===== src/rtl/map_rom_arbiter_pkg.sv =====
// Shared constants, requester indices and the read-tag record for the map ROM arbiter.
package map_rom_pkg;

  localparam int MAP_ADDR_W = 16;
  localparam int MAP_DATA_W = 12;
  localparam int MAP_DEPTH  = 65536;
  localparam logic [MAP_DATA_W-1:0] MAP_OOB_DATA = 12'h000;

  // Tag ids are sized for the largest supported requester count (8).
  localparam int MAP_ID_W = 3;

  localparam int REQ_PLAYER_Y = 0;
  localparam int REQ_PLAYER_X = 1;
  localparam int REQ_ENEMY    = 2;
  localparam int REQ_DRAW     = 3;

  typedef struct packed {
    logic                valid;
    logic [MAP_ID_W-1:0] id;
    logic                oob;
  } map_tag_t;

endpackage


===== src/rtl/map_rom_arbiter_if.sv =====
// Bundle of requester-side and ROM-side signals around the map ROM arbiter.
interface map_rom_arbiter_if #(
  parameter int N_REQ  = 4,
  parameter int ADDR_W = 16,
  parameter int DATA_W = 12
) ();

  // req[i] is held with a stable req_adr slice until gnt[i]; the request is consumed
  // in the cycle gnt[i]=1. rd_valid[i] is a one-cycle pulse qualifying rd_data; there
  // is no backpressure on the return path. rom_data follows rom_adr by RD_LAT cycles.
  logic [N_REQ-1:0]        req;
  logic [N_REQ*ADDR_W-1:0] req_adr;
  logic [N_REQ-1:0]        gnt;
  logic [N_REQ-1:0]        rd_valid;
  logic [DATA_W-1:0]       rd_data;
  logic [ADDR_W-1:0]       rom_adr;
  logic [DATA_W-1:0]       rom_data;

  modport master (
    output req, req_adr, rom_data,
    input  gnt, rd_valid, rd_data, rom_adr
  );

  modport slave (
    input  req, req_adr, rom_data,
    output gnt, rd_valid, rd_data, rom_adr
  );

endinterface


===== src/rtl/map_rom_arbiter_rr_pick.sv =====
// Combinational round-robin picker: first active request after the last winner wins.
module rr_pick #(
  parameter int N_REQ = 4,
  parameter int IDX_W = 2
) (
  input  logic [N_REQ-1:0] i_req,
  input  logic [IDX_W-1:0] i_last,
  output logic [N_REQ-1:0] o_gnt,
  output logic [IDX_W-1:0] o_win,
  output logic             o_any
);

  int w_idx;

  always_comb begin
    o_gnt = '0;
    o_win = '0;
    o_any = 1'b0;
    w_idx = 0;
    for (int k = 1; k <= N_REQ; k++) begin
      w_idx = int'(i_last) + k;
      if (w_idx >= N_REQ) w_idx = w_idx - N_REQ;
      if (!o_any && i_req[w_idx]) begin
        o_any        = 1'b1;
        o_gnt[w_idx] = 1'b1;
        o_win        = IDX_W'(w_idx);
      end
    end
  end

endmodule


===== src/rtl/map_rom_arbiter.sv =====
// Round-robin sharing of the map ROM read port with tagged, fixed-latency returns
// and out-of-range substitution.
module map_rom_arbiter #(
  parameter int N_REQ     = 4,
  parameter int ADDR_W    = map_rom_pkg::MAP_ADDR_W,
  parameter int DATA_W    = map_rom_pkg::MAP_DATA_W,
  parameter int RD_LAT    = 1,
  parameter int MAP_DEPTH = map_rom_pkg::MAP_DEPTH,
  parameter logic [DATA_W-1:0] OOB_DATA = map_rom_pkg::MAP_OOB_DATA
) (
  input  logic                              clk,
  input  logic                              rst,
  map_rom_arbiter_if.slave                  bus,
  output logic [map_rom_pkg::MAP_ID_W-1:0]  o_last_winner
);
  import map_rom_pkg::*;

  localparam int IDX_W = $clog2(N_REQ);
  // One extra bit so a depth of 2^ADDR_W never flags an address as out of range.
  localparam logic [ADDR_W:0] DEPTH_C = (ADDR_W+1)'(MAP_DEPTH);

  logic [IDX_W-1:0]  r_last_winner;
  logic [ADDR_W-1:0] r_rom_adr;
  logic [DATA_W-1:0] r_rd_data;
  map_tag_t          r_tag [0:RD_LAT];

  logic [N_REQ-1:0]  w_gnt;
  logic [IDX_W-1:0]  w_win;
  logic              w_any;
  logic [ADDR_W-1:0] w_sel_adr;
  logic              w_oob;
  map_tag_t          w_tag_in;
  map_tag_t          w_last;
  logic [DATA_W-1:0] w_data_now;

  rr_pick #(
    .N_REQ (N_REQ),
    .IDX_W (IDX_W)
  ) u_pick (
    .i_req  (bus.req),
    .i_last (r_last_winner),
    .o_gnt  (w_gnt),
    .o_win  (w_win),
    .o_any  (w_any)
  );

  assign w_sel_adr = bus.req_adr[int'(w_win)*ADDR_W +: ADDR_W];
  assign w_oob     = ({1'b0, w_sel_adr} >= DEPTH_C);

  always_comb begin
    w_tag_in       = '0;
    w_tag_in.valid = w_any;
    w_tag_in.id    = MAP_ID_W'(w_win);
    w_tag_in.oob   = w_any & w_oob;
  end

  always_ff @(posedge clk) begin
    if (rst) begin
      r_last_winner <= IDX_W'(N_REQ-1);
      r_rom_adr     <= '0;
    end else if (w_any) begin
      r_last_winner <= w_win;
      r_rom_adr     <= w_oob ? '0 : w_sel_adr;
    end
  end

  // Tag shift register lines each grant up with its rom_data beat RD_LAT cycles later.
  always_ff @(posedge clk) begin
    if (rst) begin
      for (int s = 0; s <= RD_LAT; s++) r_tag[s] <= '0;
    end else begin
      r_tag[0] <= w_tag_in;
      for (int s = 1; s <= RD_LAT; s++) r_tag[s] <= r_tag[s-1];
    end
  end

  assign w_last     = r_tag[RD_LAT];
  assign w_data_now = w_last.oob ? OOB_DATA : bus.rom_data;

  always_ff @(posedge clk) begin
    if (rst)              r_rd_data <= '0;
    else if (w_last.valid) r_rd_data <= w_data_now;
  end

  assign bus.gnt       = w_gnt;
  assign bus.rom_adr   = r_rom_adr;
  assign bus.rd_valid  = w_last.valid ? (N_REQ'(1) << w_last.id) : '0;
  assign bus.rd_data   = w_last.valid ? w_data_now : r_rd_data;
  assign o_last_winner = MAP_ID_W'(r_last_winner);

endmodule


===== src/flat_wrapper.sv =====
// flat-port wrapper written by rule: the top's interface ports become plain ports
module map_rom_arbiter_flat import map_rom_pkg::*;
#(
  parameter int N_REQ     = 4,
  parameter int ADDR_W    = map_rom_pkg::MAP_ADDR_W,
  parameter int DATA_W    = map_rom_pkg::MAP_DATA_W,
  parameter int RD_LAT    = 1,
  parameter int MAP_DEPTH = map_rom_pkg::MAP_DEPTH,
  parameter logic [DATA_W-1:0] OOB_DATA = map_rom_pkg::MAP_OOB_DATA
)
  (clk, rst, o_last_winner, bus_req, bus_req_adr, bus_rom_data, bus_gnt, bus_rd_valid, bus_rd_data, bus_rom_adr);
  map_rom_arbiter_if #(.N_REQ(N_REQ), .ADDR_W(ADDR_W), .DATA_W(DATA_W)) bus_i ();
  input  logic clk;
  input  logic rst;
  output logic [map_rom_pkg::MAP_ID_W-1:0] o_last_winner;
  input wire logic [$bits(bus_i.req)-1:0] bus_req;
  input wire logic [$bits(bus_i.req_adr)-1:0] bus_req_adr;
  input wire logic [$bits(bus_i.rom_data)-1:0] bus_rom_data;
  output wire logic [$bits(bus_i.gnt)-1:0] bus_gnt;
  output wire logic [$bits(bus_i.rd_valid)-1:0] bus_rd_valid;
  output wire logic [$bits(bus_i.rd_data)-1:0] bus_rd_data;
  output wire logic [$bits(bus_i.rom_adr)-1:0] bus_rom_adr;
  assign bus_i.req = bus_req;
  assign bus_i.req_adr = bus_req_adr;
  assign bus_i.rom_data = bus_rom_data;
  assign bus_gnt = bus_i.gnt;
  assign bus_rd_valid = bus_i.rd_valid;
  assign bus_rd_data = bus_i.rd_data;
  assign bus_rom_adr = bus_i.rom_adr;
  map_rom_arbiter #(.N_REQ(N_REQ), .ADDR_W(ADDR_W), .DATA_W(DATA_W), .RD_LAT(RD_LAT), .MAP_DEPTH(MAP_DEPTH), .OOB_DATA(OOB_DATA)) u_core (.clk(clk), .rst(rst), .bus(bus_i), .o_last_winner(o_last_winner));
endmodule

===== config.mk =====
export PLATFORM = sky130hd
export DESIGN_NAME = map_rom_arbiter_flat
export DESIGN_NICKNAME = d
export VERILOG_FILES = /design/src/rtl/map_rom_arbiter_pkg.sv /design/src/rtl/map_rom_arbiter_if.sv /design/src/rtl/map_rom_arbiter_rr_pick.sv /design/src/rtl/map_rom_arbiter.sv /design/src/flat_wrapper.sv
export SDC_FILE = /design/constraint.sdc
export NUM_CORES = 1
export LEC_CHECK = 0
export CAP_MARGIN = 20
export CORE_ASPECT_RATIO = 0.8
export CORE_MARGIN = 2
export CORE_UTILIZATION = 35
export DETAILED_ROUTE_END_ITERATION = 12
export PLACE_DENSITY = 0.72
export SLEW_MARGIN = 0
export SYNTH_ARGS = -nofsm -noshare
export SYNTH_HDL_FRONTEND = slang
export SYNTH_SLANG_ARGS = --single-unit

===== constraint.sdc =====
create_clock -name clk -period 8.7 [get_ports clk]
set_input_delay 1.74 -clock clk [delete_from_list [all_inputs] [get_ports clk]]
set_output_delay 1.74 -clock clk [all_outputs]
set_load 0.03 [all_outputs]

==> impl_metrics.toml <==
[status]
run_status = "finished clean"

[timing]
worst_slack_ps = 2660
max_freq_mhz = 165.6
final.setup.tns_ps = 0
hold_viol_final = 0
timing.final.setup_violations = 0
period_minus_slack_ps = 6040
final.period_utilization_pct = 69.43
max_slew.worst_pin.slew_ps = 1009
fin_skew_ps = 3.037
drv_slew = 0
slew_headroom_pct = 32.73
final.hold.worst_slack_ps = 436.3
rsz0062_at_grt = "false"

[power_and_ir_drop]
power.share.clock_pct = 13.7
power.density_cell_area_nw_per_um2 = 279.4
power.switching_mw = 0.4583
peakVddDrop_v = 0.0001377
cellLeakagePower_nw = 1.476
comb_power_share_pct = 61.7
power_report.internal_total_mw = 0.5989
seqPwrFrac_pct = 24.6
switching_share_pct = 43.35
power.total_mw = 1.057

[setup_path]
crit_path_cell_chain = "clkdlybuf4s50_1 > mux4_2 > nor2b_4 > a22oi_1 > nor2_1 > a221o_1 > clkdlybuf4s50_1"
critical-path-top-delay-family = "buffers and inverters"
cp-start-kind = "primary input"
cp.buffers_inverters = 2
cpMostUsedCell = "sky130_fd_sc_hd__clkdlybuf4s50_1"
worst-path-max-fanout = 16
cp_data_required_time_ps = 6960
timing.setup.critical_path_class = "in2out"
arrival_ps = 4300
crit_path_largest_cell_delay_ps = 670
timing.critical_path.to_type = "output pin"
cp_slowest_cell = "sky130_fd_sc_hd__clkdlybuf4s50_1"

[clocking]
cts_tree = "built"
cts-resized-gates = 0
cts-root-to-sink-buffers = 2
cts_made_buffers = 5
worstSkewPairLatency_ps = 280
cts_htree_levels = 2
post_cts_setup_bufs = 0
clk_root_buffer_cell = "sky130_fd_sc_hd__clkbuf_8"
cts_hold_repair.buffers = 0
cts.clk_slew.worst_paths_ps = 70
tritoncts_num_sinks = 36

[routing]
route.antenna.remaining_nets = 0
drt_drc_violations_left = 0
drtPass1Iterations = 4
drt_first_iter_violations = 111
drt_total_wl_um = 6937
drt-vias-per-instance = 5.294
drt-wirelength-per-cell_um = 14.79
via_count = 2483

[yosys]
post_synth_main_area_contributors = "sky130_fd_sc_hd__dfxtp_1 (29%), sky130_fd_sc_hd__mux2i_1 (13%), sky130_fd_sc_hd__nor2_1 (5.9%)"
synth-main-ff-cell = "sky130_fd_sc_hd__dfxtp_1"
synth_top_area_cell = "sky130_fd_sc_hd__dfxtp_1"
synth_compound_area_share_pct = 21.72
dominant_combinational_cell_family_by_area_after_synthesis = "compound AO/OA/AOI/OAI gates"
netlist_instances = 283
syn_area_sq_um = 2524
area_share_of_xor_xnor_cells_in_the_synthesized_design_pct = 0
synthSimpleGateAreaFrac_pct = 17.40
synth-seq-cells = 36
synth.net_count = 373
yosys.area.top_type_share_pct = 28.56
post-synth-top-count-cell = "sky130_fd_sc_hd__nor2_1"
ys_warn_count = 0
synth_common_cells = "sky130_fd_sc_hd__nor2_1 (40), sky130_fd_sc_hd__dfxtp_1 (36), sky130_fd_sc_hd__mux2i_1 (33), sky130_fd_sc_hd__a32oi_1 (17)"
syn-mean-instance-area_sq_um = 8.918
yosysSeqAreaShare_pct = 28.56
synth_mux_area_share_pct = 21.12
number_of_distinct_library_cells_after_synthesis = 46
synth_adder_area_share_pct = 3.966
async_set_reset_flop_share_out_of_synthesis_pct = 0
synth-edff-count = 0

[floorplan]
die_h_um = 79.95
boundaryPins = 121
floorplan.die_area_sq_um = 7910
initial_utilization_pct = 36.44
dieWidth_um = 98.94
std_cell_rows = 27
core_region_area_sq_um = 6925

[final_layout]
post_route_cells_drive_above_1_share_pct = 7.853
layout.nets = 471
finalCoreUtilization_pct = 54.63
area.growth.synth_to_final_pct = 49.93
insertedDiodeCount = 0

[placed_design]
pre_cts_slack_ps = 2676
dp_hpwl_um = 4995
finalWeightedCongestion = 0.7179
io_buffer_count = 119

[grt]
gr-total-overflow = 0
grt_pass1_vias = 2250
track_usage_pct = 16.75
grt_pass1_wl_um = 10830
antenna_violations_before_repair = 0
maximum_number_of_pins_on_one_net_before_global_route_repair = 57

[worst_hold_path]
hold_path_class = "reg2reg"

[job]
timing.max_cap.violations = 0
==> metrics by stage <==
step | cells | area [sq um]
3_3_place_gp | 461 | 3676
5_1_grt | 469 | 3784
3_5_place_dp | 461 | 3676
6_report | 469 | 3784
4_1_cts | 469 | 3784
2_1_floorplan | 283 | 2524
==> final cells by class <==
| class | instances | area [sq um] |
|---|---|---|
| inverter | 4 | 15.01 |
| multi-input combinational | 213 | 1624 |
| fill | 623 | 3142 |
| tap | 87 | 108.9 |
| timing repair buffer | 121 | 1206 |
| sequential | 36 | 721.9 |
| clock buffer | 6 | 72.57 |
| clock inverter | 2 | 35.03 |
==> cell families (layout without fill, tap and decap cells) <==
group,after synthesis,after routing
and+or+nand+nor,83,83
adders and majority gates,8,8
other,1,1
muxes,48,48
buffers and inverters,34,133
AOI/OAI and AO/OA,73,73
DFF,36,36
==> power groups by stage <==
stage | logic (mW) | registers, mW | clock network (mW)
after floorplan | 0.438 | 0.299 | 0
after global placement | 0.651 | 0.261 | 0
after detailed placement | 0.658 | 0.263 | 0
after CTS | 0.660 | 0.260 | 0.151
after global routing | 0.705 | 0.269 | 0.159
final | 0.653 | 0.260 | 0.145
==> flip-flops by register name, summed over array words and instances, names as in the netlist <==
register / count
u_core.r_last_winner: 2
u_core.r_rd_data: 12
u_core.r_tag: 6
u_core.bus.rom_adr: 16
==> path summary, 6_finish.rpt <==
check	from	end	slack, ps	cells after the start
max	bus_req[3]	bus_gnt[1]	2660	7
min	u_core.r_tag[0][2]	u_core.r_tag[0][7]	440	1
max reg2reg	u_core.r_last_winner[0]	u_core.bus.rom_adr[0]	4280	7
min reg2reg	u_core.r_tag[0][2]	u_core.r_tag[0][7]	440	1
==> placed cells by master (no fill, tap or decap), types with 2 or more instances in the layout <==
master,count
sky130_fd_sc_hd__nor2b_1,16
sky130_fd_sc_hd__a32oi_1,17
sky130_fd_sc_hd__a22oi_1,4
sky130_fd_sc_hd__nor4_1,3
sky130_fd_sc_hd__o22a_1,16
sky130_fd_sc_hd__nand2_1,3
sky130_fd_sc_hd__o21ai_0,7
sky130_fd_sc_hd__inv_1,4
sky130_fd_sc_hd__dfxtp_1,35
sky130_fd_sc_hd__o221ai_1,2
sky130_fd_sc_hd__mux2i_1,33
sky130_fd_sc_hd__ha_1,8
sky130_fd_sc_hd__and3b_1,2
sky130_fd_sc_hd__o21ai_1,11
sky130_fd_sc_hd__buf_4,2
sky130_fd_sc_hd__clkdlybuf4s50_1,119
sky130_fd_sc_hd__clkbuf_8,5
sky130_fd_sc_hd__or3_1,2
sky130_fd_sc_hd__nor3b_1,2
sky130_fd_sc_hd__nor2_1,40
sky130_fd_sc_hd__mux4_2,3
sky130_fd_sc_hd__or3b_2,2
sky130_fd_sc_hd__mux2_2,12
sky130_fd_sc_hd__nand2b_1,2
sky130_fd_sc_hd__and2_1,2
sky130_fd_sc_hd__a21oi_1,5
sky130_fd_sc_hd__a221o_1,4
sky130_fd_sc_hd__nor3_1,2
==> routing by layer <==
metal	GRT usage, %	routed length, um	vias up
li1	-	-	1240
met1	21.82	3091	1132
met2	27.70	3177	105
met3	4.291	589	6
met4	4.247	78	0
met5	0	0	-
No activity file was read; power rests on OpenSTA's default activity.
